`src/rtl/uart2wb.sv`:
```
// rtl/uart2wb.sv - UART-framed command port driving a single-beat Wishbone classic master
module uart2wb #(
    parameter int addr_width     = 32,
    parameter int data_width     = 32,
    parameter int clk_per_bit    = 217,
    parameter int timeout_cycles = 1024
) (
    input  logic                    clock,
    input  logic                    reset,
    input  logic                    uart_rx,
    output logic                    uart_tx,
    output logic                    wb_cyc,
    output logic                    wb_stb,
    output logic                    wb_we,
    output logic [addr_width-1:0]   wb_adr,
    output logic [data_width-1:0]   wb_dat_o,
    output logic [data_width/8-1:0] wb_sel,
    input  logic [data_width-1:0]   wb_dat_i,
    input  logic                    wb_ack,
    input  logic                    wb_err
);

    localparam int NA   = addr_width / 8;
    localparam int ND   = data_width / 8;
    localparam int NMAX = (NA > ND) ? NA : ND;
    localparam int IW   = $clog2(NMAX + 1);
    localparam int CW   = $clog2(clk_per_bit);
    localparam int TW   = $clog2(timeout_cycles + 1);
    localparam int SW   = $clog2(ND + 2);
    localparam int HALF = clk_per_bit / 2;

    localparam logic [7:0] CMD_WR  = 8'h57;
    localparam logic [7:0] CMD_RD  = 8'h52;
    localparam logic [7:0] RSP_OK  = 8'h4B;
    localparam logic [7:0] RSP_ERR = 8'h45;

    // Every transfer uses the full bus width
    assign wb_sel = '1;

    // ------------------------------------------------------------------
    // UART receive
    // ------------------------------------------------------------------
    typedef enum logic [1:0] {RX_HUNT, RX_START, RX_DATA, RX_STOP} rx_state_t;

    logic            rx_meta, rx_sync, rx_prev;
    rx_state_t       rx_state;
    logic [CW-1:0]   rx_cnt;
    logic [2:0]      rx_bit;
    logic [7:0]      rx_shift;
    logic            rx_valid;
    logic            rx_ferr;

    // Two-flop synchroniser plus one delayed copy for falling-edge detection
    always_ff @(posedge clock) begin
        if (reset) begin
            rx_meta <= 1'b1;
            rx_sync <= 1'b1;
            rx_prev <= 1'b1;
        end else begin
            rx_meta <= uart_rx;
            rx_sync <= rx_meta;
            rx_prev <= rx_sync;
        end
    end

    // Bit timing: re-check start at half a bit, then sample each bit at its centre
    always_ff @(posedge clock) begin
        if (reset) begin
            rx_state <= RX_HUNT;
            rx_cnt   <= '0;
            rx_bit   <= '0;
            rx_shift <= '0;
            rx_valid <= 1'b0;
            rx_ferr  <= 1'b0;
        end else begin
            rx_valid <= 1'b0;
            rx_ferr  <= 1'b0;
            case (rx_state)
                RX_HUNT: begin
                    if (rx_prev && !rx_sync) begin
                        rx_state <= RX_START;
                        rx_cnt   <= '0;
                    end
                end
                RX_START: begin
                    if (rx_cnt == CW'(HALF - 1)) begin
                        rx_cnt <= '0;
                        if (rx_sync) begin
                            rx_state <= RX_HUNT;
                        end else begin
                            rx_state <= RX_DATA;
                            rx_bit   <= '0;
                        end
                    end else begin
                        rx_cnt <= rx_cnt + 1'b1;
                    end
                end
                RX_DATA: begin
                    if (rx_cnt == CW'(clk_per_bit - 1)) begin
                        rx_cnt   <= '0;
                        rx_shift <= {rx_sync, rx_shift[7:1]};
                        if (rx_bit == 3'd7) begin
                            rx_state <= RX_STOP;
                        end else begin
                            rx_bit <= rx_bit + 1'b1;
                        end
                    end else begin
                        rx_cnt <= rx_cnt + 1'b1;
                    end
                end
                RX_STOP: begin
                    if (rx_cnt == CW'(clk_per_bit - 1)) begin
                        rx_cnt   <= '0;
                        rx_state <= RX_HUNT;
                        if (rx_sync) begin
                            rx_valid <= 1'b1;
                        end else begin
                            rx_ferr <= 1'b1;
                        end
                    end else begin
                        rx_cnt <= rx_cnt + 1'b1;
                    end
                end
                default: rx_state <= RX_HUNT;
            endcase
        end
    end

    // ------------------------------------------------------------------
    // Command parser / Wishbone master
    // ------------------------------------------------------------------
    typedef enum logic [2:0] {P_IDLE, P_ADR, P_DAT, P_WB, P_SEND} p_state_t;

    p_state_t              p_state;
    logic [IW-1:0]         idx;
    logic [TW-1:0]         tcnt;
    logic [data_width+7:0] resp_sr;
    logic [SW-1:0]         send_left;

    logic                  tx_active;
    logic [CW-1:0]         tx_cnt;
    logic [3:0]            tx_bit;
    logic [9:0]            tx_shift;
    logic                  tx_ready;
    logic                  tx_load;

    // Little-endian fields: each new byte enters at the top and slides down
    logic [addr_width+7:0] adr_cat;
    logic [data_width+7:0] dat_cat;
    assign adr_cat = {rx_shift, wb_adr};
    assign dat_cat = {rx_shift, wb_dat_o};

    // The transmitter can take a byte when idle or in the last clock of a stop bit,
    // which is what gives gap-free back-to-back response bytes
    assign tx_ready = !tx_active || ((tx_cnt == CW'(clk_per_bit - 1)) && (tx_bit == 4'd9));
    assign tx_load  = (p_state == P_SEND) && (send_left != '0) && tx_ready;

    // Frame parsing, the Wishbone cycle with timeout, and response sequencing
    always_ff @(posedge clock) begin
        if (reset) begin
            p_state   <= P_IDLE;
            wb_cyc    <= 1'b0;
            wb_stb    <= 1'b0;
            wb_we     <= 1'b0;
            wb_adr    <= '0;
            wb_dat_o  <= '0;
            idx       <= '0;
            tcnt      <= '0;
            resp_sr   <= '0;
            send_left <= '0;
        end else begin
            case (p_state)
                P_IDLE: begin
                    if (rx_valid && (rx_shift == CMD_WR || rx_shift == CMD_RD)) begin
                        wb_we   <= (rx_shift == CMD_WR);
                        idx     <= '0;
                        p_state <= P_ADR;
                    end
                end
                P_ADR: begin
                    if (rx_ferr) begin
                        p_state <= P_IDLE;
                    end else if (rx_valid) begin
                        wb_adr <= adr_cat[addr_width+7:8];
                        if (idx == IW'(NA - 1)) begin
                            idx <= '0;
                            if (wb_we) begin
                                p_state <= P_DAT;
                            end else begin
                                wb_cyc  <= 1'b1;
                                wb_stb  <= 1'b1;
                                tcnt    <= '0;
                                p_state <= P_WB;
                            end
                        end else if (idx != IW'(NMAX)) begin
                            idx <= idx + 1'b1;
                        end
                    end
                end
                P_DAT: begin
                    if (rx_ferr) begin
                        p_state <= P_IDLE;
                    end else if (rx_valid) begin
                        wb_dat_o <= dat_cat[data_width+7:8];
                        if (idx == IW'(ND - 1)) begin
                            idx     <= '0;
                            wb_cyc  <= 1'b1;
                            wb_stb  <= 1'b1;
                            tcnt    <= '0;
                            p_state <= P_WB;
                        end else if (idx != IW'(NMAX)) begin
                            idx <= idx + 1'b1;
                        end
                    end
                end
                P_WB: begin
                    if (wb_ack || wb_err) begin
                        wb_cyc  <= 1'b0;
                        wb_stb  <= 1'b0;
                        p_state <= P_SEND;
                        if (wb_err) begin
                            resp_sr   <= {{data_width{1'b0}}, RSP_ERR};
                            send_left <= SW'(1);
                        end else if (wb_we) begin
                            resp_sr   <= {{data_width{1'b0}}, RSP_OK};
                            send_left <= SW'(1);
                        end else begin
                            resp_sr   <= {wb_dat_i, RSP_OK};
                            send_left <= SW'(ND + 1);
                        end
                    end else if (tcnt == TW'(timeout_cycles - 1)) begin
                        wb_cyc    <= 1'b0;
                        wb_stb    <= 1'b0;
                        resp_sr   <= {{data_width{1'b0}}, RSP_ERR};
                        send_left <= SW'(1);
                        p_state   <= P_SEND;
                    end else begin
                        tcnt <= tcnt + 1'b1;
                    end
                end
                P_SEND: begin
                    if (tx_load) begin
                        resp_sr   <= resp_sr >> 8;
                        send_left <= send_left - 1'b1;
                    end else if (send_left == '0 && !tx_active) begin
                        p_state <= P_IDLE;
                    end
                end
                default: p_state <= P_IDLE;
            endcase
        end
    end

    // ------------------------------------------------------------------
    // UART transmit
    // ------------------------------------------------------------------

    // 10-bit frame shifted out LSB first; a new load pre-empts the end of a stop bit
    always_ff @(posedge clock) begin
        if (reset) begin
            tx_active <= 1'b0;
            tx_cnt    <= '0;
            tx_bit    <= '0;
            tx_shift  <= '1;
            uart_tx   <= 1'b1;
        end else if (tx_load) begin
            tx_shift  <= {1'b1, resp_sr[7:0], 1'b0};
            uart_tx   <= 1'b0;
            tx_cnt    <= '0;
            tx_bit    <= '0;
            tx_active <= 1'b1;
        end else if (tx_active) begin
            if (tx_cnt == CW'(clk_per_bit - 1)) begin
                tx_cnt <= '0;
                if (tx_bit == 4'd9) begin
                    tx_active <= 1'b0;
                    uart_tx   <= 1'b1;
                end else begin
                    tx_bit   <= tx_bit + 1'b1;
                    tx_shift <= {1'b1, tx_shift[9:1]};
                    uart_tx  <= tx_shift[1];
                end
            end else begin
                tx_cnt <= tx_cnt + 1'b1;
            end
        end
    end

endmodule

```
`config.mk`:
```
export PLATFORM = sky130hd
export DESIGN_NAME = uart2wb
export DESIGN_NICKNAME = d
export VERILOG_FILES = /design/src/rtl/uart2wb.sv
export SDC_FILE = /design/constraint.sdc
export NUM_CORES = 1
export LEC_CHECK = 0
export CORE_MARGIN = 5
export CORE_UTILIZATION = 35
export DETAILED_ROUTE_END_ITERATION = 8
export GPL_TIMING_DRIVEN = 0
export PLACE_DENSITY = 0.68
export SYNTH_ARGS = -nofsm -noshare
export SYNTH_HDL_FRONTEND = slang
export SYNTH_SLANG_ARGS = --single-unit
```
`constraint.sdc`:
```
create_clock -name clock -period 1.75 [get_ports clock]
set_input_delay 0.525 -clock clock [delete_from_list [all_inputs] [get_ports clock]]
set_output_delay 0.525 -clock clock [all_outputs]
set_load 0.05 [all_outputs]
```
# ---- Word level (Yosys, flattened, before mapping)
# Cells that the tools add are included.
dict set report op_classes {
  n_eq_ne 46
  n_bitwise 4
  add_sub_neg 7
  reduce_logical 39
  muxes 82
}
# operator n
set op_table {}
lappend op_table {{2-to-1 mux 40 bit} 5}
lappend op_table {{2-to-1 mux 11 bit} 9}
lappend op_table {{case mux 40 bit (2 select lines)} 1}
lappend op_table {{2-to-1 mux 3 bit} 25}
lappend op_table {{inequality test 2 bit (second input constant)} 21}
lappend op_table {{2-to-1 mux 9 bit} 4}
lappend op_table {{case mux 11 bit (3 select lines)} 1}
lappend op_table {{2-to-1 mux 8 bit} 4}
lappend op_table {{== test 8 x 7 -> 1 bit (second input constant)} 3}
lappend op_table {{case mux 8 bit (3 select lines)} 1}
lappend op_table {{2-to-1 mux 1 bit} 20}
lappend op_table {{inequality test 3 bit (second input constant)} 6}
lappend op_table {{case mux 3 bit (2 select lines)} 3}
lappend op_table {{adder 8 x 1 -> 8 bit (second input constant)} 2}
lappend op_table {{== test 8 bit (second input constant)} 2}
lappend op_table {{case mux 3 bit (5 select lines)} 1}
lappend op_table {{AND reduction 3 bit} 5}
lappend op_table {{AND reduction 5 bit} 3}
lappend op_table {{2-to-1 mux 2 bit} 6}
lappend op_table {{adder 11 x 1 -> 11 bit (second input constant)} 1}
lappend op_table {{== test 11 x 10 -> 1 bit (second input constant)} 1}
lappend op_table {{AND reduction 10 bit} 1}
lappend op_table {{nonzero test 2 bit} 5}
lappend op_table {{== test 3 x 2 -> 1 bit (second input constant)} 3}
lappend op_table {{24 further kinds} 45}
dict set report totals {
  elab_cells 201
  ff_bits 175
}

# ---- Longest topological paths before layout
# Gate-level depths: netlist of run 1.
dict set report depth {
  word_depth 6
  depth_mapped 8
  depth_no_buf 7
}

# ---- Worst setup path before layout of run 1
# No wires, ideal clock.
dict set report synth_path {
  path_kind {reg2reg}
  from {register idx[0]}
  to {register tcnt[5]}
  arrival_time_ns 1.838
  setup_ns 0.070
  path_stages_with_launch 7
  period_less_slack_ns 1.908
  slack_ns -0.158
  required_ns 1.680
  n_path_buf 0
  cell_sequence {dfxtp_1 > ha_1 > nor2b_1 > o2111ai_1 > a21o_1 > or4_1 > a21oi_1}
}
dict set report synth_between {
  elab_chain_len 3
  word_cells_on_any_way 4
  cone_classes {eq/ne (3); reduce/logical (1)}
}
# element line_no
set synth_lines {}
lappend synth_lines {{start: declaration} 135} ;# logic [IW-1:0] idx;
lappend synth_lines {{start signal: assignment} 196} ;# idx <= idx + 1'b1;
lappend synth_lines {{start signal: assignment} 212} ;# idx <= idx + 1'b1;
lappend synth_lines {{== test 3 x 2 -> 1 bit *} {185, 205}}
lappend synth_lines {{inequality test 2 bit (no source line)} --}
lappend synth_lines {{AND reduction 10 bit (no source line) *} --}
lappend synth_lines {{end signal: assignment} 238} ;# tcnt <= tcnt + 1'b1;
lappend synth_lines {{end: declaration} 136} ;# logic [TW-1:0] tcnt;
# Mark *: on every way between the ends. The rest lies on a longest branch, timed or not.
# A chain may end at the register's enable or synchronous reset.

# ---- Worst setup path after layout of run 1
dict set report layout_path {
  from {register tx_cnt[2]}
  to {register resp_sr[28]}
}
dict set report layout_between {
  elab_chain_len 6
}
# element line_no
set layout_lines {}
lappend layout_lines {{start: declaration} 141} ;# logic [CW-1:0] tx_cnt;
lappend layout_lines {{start signal: assignment} 284} ;# tx_cnt <= tx_cnt + 1'b1;
lappend layout_lines {{== test 8 bit} 155} ;# assign tx_ready = !tx_active || ((tx_cnt == CW'(clk_per_bit - 1)) && (tx_bit == 4'd9));
lappend layout_lines {{logical AND 1 bit} 155}
lappend layout_lines {{logical OR 1 bit} 155}
lappend layout_lines {{logical AND 1 bit} 156} ;# assign tx_load = (p_state == P_SEND) && (send_left != '0) && tx_ready;
lappend layout_lines {{inequality test 2 bit (no source line)} --}
lappend layout_lines {{AND reduction 3 bit (no source line)} --}
lappend layout_lines {{end signal: assignment} 222} ;# resp_sr <= {{data_width{1'b0}}, RSP_ERR};
lappend layout_lines {{end signal: assignment} 225} ;# resp_sr <= {{data_width{1'b0}}, RSP_OK};
lappend layout_lines {{end signal: assignment} 228} ;# resp_sr <= {wb_dat_i, RSP_OK};
lappend layout_lines {{end: declaration} 137} ;# logic [data_width+7:0] resp_sr;
# No other way between the ends.

==> flow_summary.json, run 1 <==
{
  "outcome": "complete, but fails checks",
  "violations": "negative setup slack",
  "synth.most_common_cell": "nand2_1",
  "hold_path_end": "rx_sync$_SDFF_PP1_",
  "grt_max_degree": 20,
  "holdPathStages": 1,
  "synth_seq_cells": 174,
  "drtIter0Drc": 325,
  "die_area_um2": 24100,
  "gp_congestion": 0.842,
  "combPwrFrac": 0.202,
  "cts_sinks": 174,
  "io_buffers": 103,
  "setup_viol": 68,
  "fp.coreArea_um2": 20900,
  "synth_edf_count": 0,
  "r2r-start": "tx_cnt[2]$_SDFFE_PP0P_",
  "yosysWarnings": 0,
  "drv_cap": 0,
  "relSlewSlack": 0.300,
  "synth_largest_area_cell": "dfxtp_1",
  "p_int_mw": 7.08,
  "p_switching_mw": 3.13,
  "antennaDiodeCount": 0,
  "synthCells": 872,
  "period_needed_ps": 2010,
  "synth_common_cells": "nand2_1 (175), dfxtp_1 (174), a21oi_1 (100)",
  "slowest_stage": "or3b_4",
  "synth_flop_cell": "dfxtp_1",
  "die_w_um": 155,
  "utilization": 0.524,
  "synth_area_per_cell_um2": 8.49,
  "synthToLayoutAreaGrowth_pct": 47.9,
  "finalMaxSlewViolations": 0,
  "crit_arrival_ps": 2310,
  "grt_pass1_wl_mm": 34.8,
  "cp-start-kind": "flip-flop",
  "tightest_slew_ps": 1040,
  "antenna_found_initial": 0,
  "r2r_end": "resp_sr[28]$_SDFFE_PP0P_",
  "cts_tree": "built",
  "clk_pin_slew_ps": 70,
  "place.detailed.hpwl_mm": 14.4,
  "worstSetupEndpointType": "flip-flop",
  "initial_core_util": 0.354,
  "min_from": "rx_meta$_SDFF_PP1_",
  "setup_tns_ps": -9810,
  "drtAntennaViolNets": 0,
  "overflow": 0,
  "nNetsFinal": 1114,
  "syn-cell-area_um2": 7400,
  "cp.required_ps": 2050,
  "grt.total_usage": 0.176,
  "worst_clock_skew_ps": 10.7,
  "critPathKind": "flip-flop to flip-flop",
  "grt_pass1_vias": 6748,
  "routed_via_density": 5.23,
  "fin_crit_sh": 1.15,
  "io_pins": 109,
  "dr.pass1.iters": 5,
  "synth_area_leaders": "dfxtp_1 (47%), nand2_1 (8.9%), a21oi_1 (6.8%), nor2_1 (3.6%), mux2i_1 (3.0%)",
  "cp_slowest_stage_delay_ps": 430,
  "clock_latency_ps": 440,
  "p_leak_nw": 3.94,
  "drive_gt1_frac": 0.353,
  "fin_area_um2": 10900,
  "dpl_cell_area_um2": 9040,
  "cp_cell_sequence": "or3b_4, o31ai_4, a22oi_2, buf_6, clkbuf_16, a221oi_2, nor3_1",
  "wl_per_cell_um": 16.7,
  "power_frac_clock": 0.385,
  "synth_cell_types": 68,
  "seqPwrFrac": 0.413,
  "cts_buffer_depth": 2,
  "timing.hold.ws_ps": 428,
  "cts_made_buffers": 17,
  "synth_top_cell_area_share": 0.471,
  "h-tree-depth": 4,
  "power_switching_share": 0.307,
  "fmax_mhz": 498,
  "die_h_um": 155,
  "setup_slack_ps": -256,
  "drc": 0,
  "cts-root-buf": "clkbuf_16",
  "hp-class": "flip-flop to flip-flop",
  "p_per_area_nw_per_um2": 932,
  "hold_viol": 0,
  "async_reset_ff_frac": 0,
  "ys_seq_area_frac": 0.471,
  "reg2reg_depth": 7,
  "r2r_slack_ps": -260,
  "ir_drop_mv": 0.691,
  "num_vias": 7077,
  "std_cell_rows": 53,
  "crit_fanout": 6,
  "routed_wl_mm": 22.6,
  "rsz0062_at_grt": "yes"
}
==> layout make-up <==
| type | instances | area [um^2] |
|---|---|---|
| plain buffers | 56 | 439 |
| clock buffers | 17 | 425 |
| clock inverters | 15 | 193 |
| fillers | 1831 | 9940 |
| inverters | 22 | 82.6 |
| multi-input cells | 621 | 4380 |
| flip-flops and latches | 174 | 3540 |
| well taps | 275 | 344 |
| repair buffers | 172 | 1540 |
==> registers in the layout (all words and copies together) (netlist names), named ones only <==
name,cells
rx_meta,1
tx_bit,4
wb_dat_o,32
tx_shift,8
p_state,3
wb_adr,32
rx_shift,8
tx_active,1
idx,3
uart_tx,1
tx_cnt,8
wb_stb,1
rx_ferr,1
tcnt,11
rx_bit,3
rx_valid,1
resp_sr,40
rx_sync,1
rx_cnt,8
wb_we,1
rx_prev,1
rx_state,1
send_left,3
==> worst max-delay path by stage <==
stage / start / endpoint / slack [ps] / cells after the start
after detailed placement: wb_err / resp_sr[38]$_SDFFE_PP0P_ / -950 / 7
after global routing: tx_cnt[2]$_SDFFE_PP0P_ / resp_sr[28]$_SDFFE_PP0P_ / -310 / 7
after floorplan: tcnt[0]$_SDFFE_PP0P_ / resp_sr[10]$_SDFFE_PP0P_ / -80 / 7
after CTS: tx_cnt[1]$_SDFFE_PP0P_ / resp_sr[15]$_SDFFE_PP0P_ / -180 / 9
after global placement: wb_err / resp_sr[35]$_SDFFE_PP0P_ / -920 / 7
final: tx_cnt[2]$_SDFFE_PP0P_ / resp_sr[28]$_SDFFE_PP0P_ / -260 / 7
==> routing by layer <==
metal | global-route usage | vias to the layer above | part of all wire
li1 | - | 3460 | -
met1 | 0.223 | 3424 | 0.44
met2 | 0.295 | 167 | 0.49
met3 | 0.0484 | 26 | 0.053
met4 | 0.0484 | 0 | 0.016
met5 | 0 | - | 0
==> through the flow <==
step	cells	worst slack (ps)	power, mW
detailed placement	1253	-946	5.57
floorplan	875	-83.2	5.20
finish	1352	-256	10.2
global placement	1253	-917	5.55
global route	1352	-306	10.6
CTS	1327	-177	9.88
==> repair_timing <==
action	in CTS	in global routing
hold buffers	0	0
setup endpoints to repair	219	193
setup buffers	38	25
endpoints found under the hold margin	0	0
gates resized for setup	341	178
pin swaps	42	51
gates cloned	6	2
==> power by group through the flow <==
stage | clock [mW] | sequential [mW] | combinational [mW]
finish | 3.93 | 4.22 | 2.06
CTS | 3.97 | 4.21 | 1.70
global placement | 0 | 4.28 | 1.27
detailed placement | 0 | 4.28 | 1.29
floorplan | 0 | 4.25 | 0.949
global route | 4.15 | 4.23 | 2.19
==> kinds of logic after synthesis <==
logic type / count (synthesis) / synth area share
flops: 174 / 0.471
buf+inv: 81 / 0.0507
compound gates: 188 / 0.171
other cells: 1 / 0.000507
simple gates: 381 / 0.240
mux: 22 / 0.0298
xor+xnor: 12 / 0.0152
fa+ha+maj: 13 / 0.0220
==> worst max-delay path, delay by kind of cell (launching register included) <==
family | cells | cell delay, ps
flip-flops | 1 | 340
buffers and inverters | 2 | 350
AO/OA/AOI/OAI | 3 | 670
AND/OR/NAND/NOR | 2 | 520
==> cell usage in the layout (no fill, tap or decap), types with 18 or more instances in the layout <==
master,synthesis,layout
clkdlybuf4s15_2,0,26
nor3_1,39,25
clkbuf_16,0,19
clkdlybuf4s50_1,0,33
clkbuf_2,0,18
dfxtp_1,174,147
a21oi_1,100,89
nand2_1,175,169
buf_2,6,33
mux2i_1,22,21
inv_1,22,19
nor2_1,71,59
buf_4,5,64
No activity file was read; power rests on OpenSTA's default activity.
==> inputs of run 2 (changes only) <==
PLACE_DENSITY = 0.63   (was 0.68)
==> flow_summary.json, run 2 (synthesized netlist as in run 1, its figures left out) <==
{
  "outcome": "complete, but fails checks",
  "violations": "negative setup slack",
  "hold_viol": 0,
  "wl_per_cell_um": 16.9,
  "grt_max_degree": 22,
  "routed_via_density": 5.23,
  "startpoint": "tx_bit[1]$_SDFFE_PP0P_",
  "cts_sinks": 174,
  "r2r-start": "tx_bit[1]$_SDFFE_PP0P_",
  "nNetsFinal": 1102,
  "cp_slowest_stage_delay_ps": 340,
  "grt_use_met2": 0.303,
  "routed_wl_mm": 22.6,
  "largest_register_ffs": 40,
  "crit_arrival_ps": 2340,
  "p_int_mw": 6.84,
  "min_from": "rx_meta$_SDFF_PP1_",
  "tightest_slew_ps": 687,
  "use_met3": 0.0376,
  "grt.total_usage": 0.177,
  "std_cell_rows": 53,
  "num_vias": 7003,
  "dr.pass1.iters": 5,
  "slowest_stage": "dfxtp_2",
  "cts_made_buffers": 17,
  "fill_cells": 1927,
  "place.detailed.hpwl_mm": 14.3,
  "setup_viol": 67,
  "grt_pass1_wl_mm": 34.8,
  "io_pins": 109,
  "holdPathStages": 1,
  "p_switching_mw": 3.18,
  "holdBufCountCts": 0,
  "fp.coreArea_um2": 20900,
  "post-place-ws_ps": -998,
  "worst_clock_skew_ps": 12.4,
  "hp-class": "flip-flop to flip-flop",
  "critPathKind": "flip-flop to flip-flop",
  "utilization": 0.517,
  "power_frac_clock": 0.393,
  "worstSetupEndpointType": "flip-flop",
  "worst-path-buf-inv": 4,
  "layout_common_cells": "nand2_1 (166), dfxtp_1 (150), a21oi_1 (87)",
  "cp_cell_sequence": "inv_2, ha_4, nand3b_1, buf_6, o31ai_4, a22oi_2, buf_12, buf_8, a221oi_2, nor3_2",
  "drtAntennaViolNets": 0,
  "power_switching_share": 0.317,
  "seqPwrFrac": 0.421,
  "die_h_um": 155,
  "r2r_slack_ps": -280,
  "clock_latency_ps": 440,
  "p_per_area_nw_per_um2": 928,
  "final_common_cell": "nand2_1",
  "cts_buffer_depth": 2,
  "fin_crit_sh": 1.16,
  "initial_core_util": 0.354,
  "finalMaxSlewViolations": 0,
  "setup_slack_ps": -285,
  "die_area_um2": 24100,
  "p_leak_nw": 3.86,
  "grt_pass1_vias": 6700,
  "drv_cap": 0,
  "h-tree-depth": 4,
  "drc": 0,
  "rsz0062_at_grt": "yes",
  "cts-root-buf": "clkbuf_16",
  "critical-path-top-delay-family": "compound AO/OA/AOI/OAI gates",
  "antennaDiodeCount": 0,
  "cts_tree": "built",
  "io_buffers": 103,
  "gp_congestion": 0.842,
  "top_register": "resp_sr",
  "period_needed_ps": 2030,
  "reg2reg_depth": 10,
  "drtIter0Drc": 352,
  "cp.required_ps": 2050,
  "busiest_layer": "met2",
  "crit_fanout": 8,
  "die_w_um": 155,
  "antenna_found_initial": 0,
  "top_regs": "resp_sr (40), wb_adr (32), wb_dat_o (32)",
  "cp-start-kind": "flip-flop",
  "use_met1": 0.224,
  "ir_drop_mv": 0.639,
  "drive_gt1_frac": 0.339,
  "clk_pin_slew_ps": 80,
  "r2r_end": "resp_sr[23]$_SDFFE_PP0P_",
  "overflow": 0,
  "synthToLayoutAreaGrowth_pct": 46.0,
  "hold_path_end": "rx_sync$_SDFF_PP1_",
  "fmax_mhz": 491,
  "relSlewSlack": 0.539,
  "combPwrFrac": 0.187
}
==> run 2: cell count changes in the layout (fill, tap and decap cells not counted), sizes merged <==
cell,previous run,this run
buf,123,112
clkdlybuf4s18,9,7
a21o,4,5
bufinv,1,0
clkbuf,52,53
clkdlybuf4s15,26,25
clkinvlp,0,1
==> run 2: final cells by class <==
| class | count | area, um^2 | area share |
|---|---|---|---|
| clock buffers | 17 | 425 | 0.0394 |
| multi-input cells | 622 | 4340 | 0.402 |
| inverters | 22 | 82.6 | 0.00765 |
| repair buffers | 159 | 1480 | 0.137 |
| flip-flops and latches | 174 | 3530 | 0.326 |
| clock inverters | 15 | 203 | 0.0188 |
| well taps | 275 | 344 | 0.0319 |
| plain buffers | 56 | 398 | 0.0368 |
==> run 2: repair_timing <==
item	CTS	global route
resized for setup	326	193
endpoints found under the setup margin	220	183
setup buffers	32	18
pin swaps	27	54
cloned	8	2
==> run 2: layer usage <==
metal / up-vias / routed length, um
li1: 3428 / -
met1: 3379 / 9580
met2: 173 / 11500
met3: 23 / 1220
met4: 0 / 268
met5: - / 0
==> run 2: worst max-delay path by stage <==
stage	end	slack [ps]	cells after the start
after global placement	resp_sr[35]$_SDFFE_PP0P_	-940	7
after floorplan	resp_sr[10]$_SDFFE_PP0P_	-80	7
after global routing	resp_sr[23]$_SDFFE_PP0P_	-370	10
after detailed placement	resp_sr[33]$_SDFFE_PP0P_	-1000	7
after CTS	resp_sr[17]$_SDFFE_PP0P_	-210	8
final	resp_sr[23]$_SDFFE_PP0P_	-280	10
==> run 2: per-stage QoR <==
step	cell area [um^2]	hold WS (ps)	TNS, ps	std cells	power (mW)
final	10800	412	-11100	1340	10.0
after CTS	10300	416	-9010	1323	9.82
after floorplan	7670	389	-2720	875	5.20
after global routing	10800	446	-17650	1340	10.4
after global placement	9040	396	-76070	1253	5.56
after detailed placement	9040	399	-80160	1253	5.57
==> run 2: power groups by stage <==
stage | Combinational (mW) | Sequential [mW] | Clock (mW)
floorplan | 0.949 | 4.25 | 0
detailed placement | 1.29 | 4.28 | 0
finish | 1.87 | 4.22 | 3.94
global route | 2.01 | 4.23 | 4.18
CTS | 1.61 | 4.21 | 4.01
global placement | 1.28 | 4.28 | 0
